### src/rtl/srl_fifo.sv
// Small elastic FIFO built on a shift-register (SRL) store with a registered read port.
// The controller tracks occupancy and whether the SRL output register currently holds the oldest word.

module shift_register #(
  parameter int WIDTH = 8,
  parameter int DEPTH = 16,
  localparam int ASB  = $clog2(DEPTH) - 1
) (
  input  logic             clock,
  input  logic             wren_i,
  input  logic [ASB:0]     addr_i,
  input  logic [WIDTH-1:0] data_i,
  output logic [WIDTH-1:0] data_o
);

  logic [WIDTH-1:0] srl [DEPTH];

  // The read register samples the pre-shift contents every cycle.
  always_ff @(posedge clock) begin
    if (wren_i) begin
      srl[0] <= data_i;
      for (int i = 1; i < DEPTH; i++) srl[i] <= srl[i-1];
    end
    data_o <= srl[addr_i];
  end

endmodule

module srl_fifo #(
  parameter int WIDTH = 8,
  parameter int DEPTH = 16,
  localparam int ASB  = $clog2(DEPTH) - 1
) (
  input  logic             clock,
  input  logic             reset_n,
  input  logic             valid_i,
  output logic             ready_o,
  input  logic [WIDTH-1:0] data_i,
  output logic             valid_o,
  input  logic             ready_i,
  output logic [WIDTH-1:0] data_o,
  output logic [ASB+1:0]   level_o
);

  localparam int CW = ASB + 2;
  localparam logic [CW-1:0] FULL = CW'(DEPTH);

  logic [CW-1:0] count;
  logic [CW-1:0] count_next;
  logic          fresh;
  logic          fresh_next;
  logic          push;
  logic          pop;
  logic [ASB:0]  addr;

  assign ready_o = (count != FULL);
  assign valid_o = fresh & (count != '0);
  assign push    = valid_i & ready_o;
  assign pop     = valid_o & ready_i;
  assign level_o = count;

  always_comb begin
    count_next = count;
    if (push && !pop) count_next = count + CW'(1);
    else if (pop && !push) count_next = count - CW'(1);

    // Address wraps when the result is unused (count = 1 with a pop).
    addr = pop ? (count[ASB:0] - (ASB+1)'(2)) : (count[ASB:0] - (ASB+1)'(1));

    // A word that becomes oldest only through this cycle's shift is not yet in the read register.
    fresh_next = (count_next != '0) && (pop ? (count >= CW'(2)) : (count >= CW'(1)));
  end

  always_ff @(posedge clock or negedge reset_n) begin
    if (!reset_n) begin
      count <= '0;
      fresh <= 1'b0;
    end else begin
      count <= count_next;
      fresh <= fresh_next;
    end
  end

  shift_register #(
    .WIDTH (WIDTH),
    .DEPTH (DEPTH)
  ) u_srl (
    .clock  (clock),
    .wren_i (push),
    .addr_i (addr),
    .data_i (data_i),
    .data_o (data_o)
  );

endmodule

### config.mk
export PLATFORM = sky130hd
export DESIGN_NAME = srl_fifo
export DESIGN_NICKNAME = d
export VERILOG_FILES = /design/src/rtl/srl_fifo.sv
export SDC_FILE = /design/constraint.sdc
export NUM_CORES = 1
export LEC_CHECK = 0
export ABC_CLOCK_PERIOD_IN_PS = 11500
export CAP_MARGIN = 20
export CELL_PAD_IN_SITES_DETAIL_PLACEMENT = 2
export CELL_PAD_IN_SITES_GLOBAL_PLACEMENT = 2
export CORE_ASPECT_RATIO = 2
export CORE_MARGIN = 2
export CORE_UTILIZATION = 30
export CTS_CLUSTER_DIAMETER = 120
export CTS_CLUSTER_SIZE = 40
export DETAILED_ROUTE_END_ITERATION = 16
export PLACE_DENSITY = 0.52
export SLEW_MARGIN = 10
export SYNTH_ARGS = -nofsm -noshare
export SYNTH_HDL_FRONTEND = slang
export SYNTH_HIERARCHICAL = 1
export SYNTH_SLANG_ARGS = --single-unit
### constraint.sdc
create_clock -name clock -period 11.5 [get_ports clock]
set_clock_uncertainty 0.05 [all_clocks]
set_input_delay 1.15 -clock clock [delete_from_list [all_inputs] [get_ports clock]]
set_output_delay 1.15 -clock clock [all_outputs]
set_load 0.005 [all_outputs]
==> metrics <==
outcome=finished clean; crit path max fanout=8; VDD IR max=107 µV; gr usage total=12.6%; WL met2=approximately 6400 µm; standard-cell rows=slightly above 70; Clock Sinks=142; Syn Std Cell Area=5680 µm²; Hold Crit Depth=0; CTS hold repair buffers=0; Avg Inst Size Synth=just over 20 µm²; FMAX=0.281 GHz; Mapped Cells=275; area grow syn2layout=19.4%; Crit path max-delay family=buffers and inverters; die width=slightly above 100 µm; Final Hold Viols=0; crit path launch type=flip-flop; Finish-stage setup viols=0; crit path kind=reg2out; DR pass1 iterations=4; Critical Path RT=~10 ns; Slowest cell on crit path=dfrtp_1; total gr overflow=0; synth warn=6; num ports=27; Setup TNS=0 ns; dpl ws=7.62 ns; post-detailed-route wirelength per cell=21.3 µm; htree depth=4; post-place instance area=6150 µm²; die area=20100 µm²; worst hold path class=reg2reg; Max clock buf depth=2; DRC=0; Worst-Margin Slew=1.05 ns; Core Box Area=around 19000 µm²; worst setup margin=7.94 ns; Post-CTS Resized=0; IO buf count=26; Async SR Flop Fraction=4.23%; initial core utilization=30.4%; vias post-DR=2714; max-slew violations=0; Max-Cap Viols=0; r2r setup slk=8.13 ns; CP max stage delay=0.51 ns; CTS tree=done; critical path cell sequence=inv_1, ha_1, nor4b_4, nor2b_1, clkdlybuf4s50_1; synth unique cells=38; routed wl met3=218 µm; Final min period=3.56 ns; cts bufs inserted=17; Seq cells post-synth=142; relative slew slack=between 30% and 40%; Placer Congestion=0.737; Finished Core Util=36.3%; Arr. time, crit path=2.36 ns; cell depth of the worst setup path=5; initial antenna violation count=0; Die Y=slightly below 200 µm; wl on met1=4700 µm; ANT cells=0; largest net degree at the start of global routing=a little over 80; total power=1990 µW; fin area=6780 µm²; Max Used Layer=met4; first-pass GRT wire length=about 18000 µm; drt total wl=11500 µm; Clock Tree Root=clkbuf_16; CTS clk-pin slew, worst paths=0.06 ns; Avg Vias per Cell=~5; vias in the first global route=3152; register area share after synthesis=73.2%; RSZ-0062 raised after global routing=no; final net count=331; 1st-iter DRT viols=107; FF-to-FF path depth=6; share of post-route cells with drive strength above 1=18.2%; Filler cells=around 1800; Final period util=between 30% and 40%; synthesized net count=approximately 300; ys flop type=edfxtp_1; insertion delay to the later sink of the worst-skew pair=0.42 ns; pwr dens=294 nW/µm²; Buf/Inv on CP=2; Static Leak=0.00236 µW; post-CTS setup repair buffer count=0; Routed Antenna Nets=0; CP Capture Type=output port; Post-DP HPWL=7180 µm; number of synthesized flops with an enable pin=roughly 130
final timing paths:
path                                      startpoint                          to
min in group asynchronous                    reset_n        level_o[4]$_DFF_PN0_
hold reg to reg            u_srl/srl[0][6]$_DFFE_PP_   u_srl/srl[1][6]$_DFFE_PP_
hold / removal             u_srl/srl[0][6]$_DFFE_PP_   u_srl/srl[1][6]$_DFFE_PP_
setup reg to reg                level_o[0]$_DFF_PN0_  u_srl/srl[14][6]$_DFFE_PP_
max in group asynchronous                    reset_n        level_o[3]$_DFF_PN0_
setup / recovery                level_o[0]$_DFF_PN0_                     valid_o
cell type report:
| cell class | count | area, µm² | share of cell area [%] |
|---|---|---|---|
| inverter | 9 | 36.3 | 0.535 |
| tap | 219 | 274 | 4.04 |
| timing repair buffer | 30 | 290 | 4.28 |
| multi-input combinational | 111 | 1400 | 20.6 |
| sequential | 142 | 4150 | 61.3 |
| clock buffer | 21 | 460 | 6.79 |
| clock inverter | 11 | 165 | 2.44 |
logic make-up (layout without fill, tap and decap cells):
logic type / Yosys count / count (layout) / synth area share [%]
flip-flops: 142 / 142 / 73.2
multiplexers: 34 / 34 / 14.1
AO/OA/AOI/OAI: 32 / 32 / 4.45
AND/OR/NAND/NOR: 31 / 31 / 3.11
buffers and inverters: 22 / 71 / 2.53
adder cells (fa/ha/maj): 8 / 8 / 1.76
XOR/XNOR: 6 / 6 / 0.926
through the flow:
| stage | cells | hold WS (ns) |
|---|---|---|
| global route | 543 | 0.406 |
| detailed placement | 511 | 0.379 |
| CTS | 543 | 0.393 |
| global placement | 511 | 0.375 |
| floorplan | 275 | 0.367 |
| finish | 543 | 0.392 |
power breakdown:
part / switching, µW / leakage [µW] / internal (µW)
combinational: 350 / 0.000677 / 326
sequential: 61.9 / 0.00139 / 673
clock: 210 / 0.000297 / 373
sequential cells by signal, indices dropped and copies added (netlist names):
| name | cells |
|---|---|
| level_o | 5 |
| fresh | 1 |
| u_srl/data_o | 8 |
| u_srl/srl | 128 |
placed cells by master, fill, tap and decap left out, types with 4 or more instances in the layout:
cell             netlist  final
nand2_1               13     13
a22oi_1               17     17
clkdlybuf4s50_1        0     26
ha_1                   8      8
mux4_1                14     14
buf_4                  2      4
dfxtp_1                8      8
inv_1                  9      8
bufinv_16              0      4
mux4_2                18     18
clkbuf_16              0     17
nor2_1                 4      4
dfrtp_1                6      6
edfxtp_1             128    128
layer usage:
| metal | vias up | GRT usage (%) |
|---|---|---|
| met5 | - | 0 |
| met4 | 0 | 6.61 |
| met3 | 17 | 2.46 |
| met2 | 37 | 21.7 |
| met1 | 1453 | 14.6 |
| li1 | 1207 | - |
cells in the mapped netlist, types with 2 or more instances:
cell	n	area share, %
edfxtp_1	128	68
mux4_2	18	7.1
a22oi_1	17	2.2
mux4_1	14	6.5
nand2_1	13	0.86
inv_1	9	0.59
dfxtp_1	8	2.8
ha_1	8	1.8
dfrtp_1	6	2.6
buf_2	4	0.35
buf_6	4	0.79
nor2_1	4	0.26
xnor2_1	4	0.62
and2_1	3	0.33
clkdlybuf4s25_2	3	0.53
nor2b_1	3	0.33
a221oi_1	2	0.31
a32oi_1	2	0.31
buf_4	2	0.26
o21ai_0	2	0.18
o31ai_1	2	0.26
or2_1	2	0.22
xor2_1	2	0.31
Power figures use the tool's default switching activity.
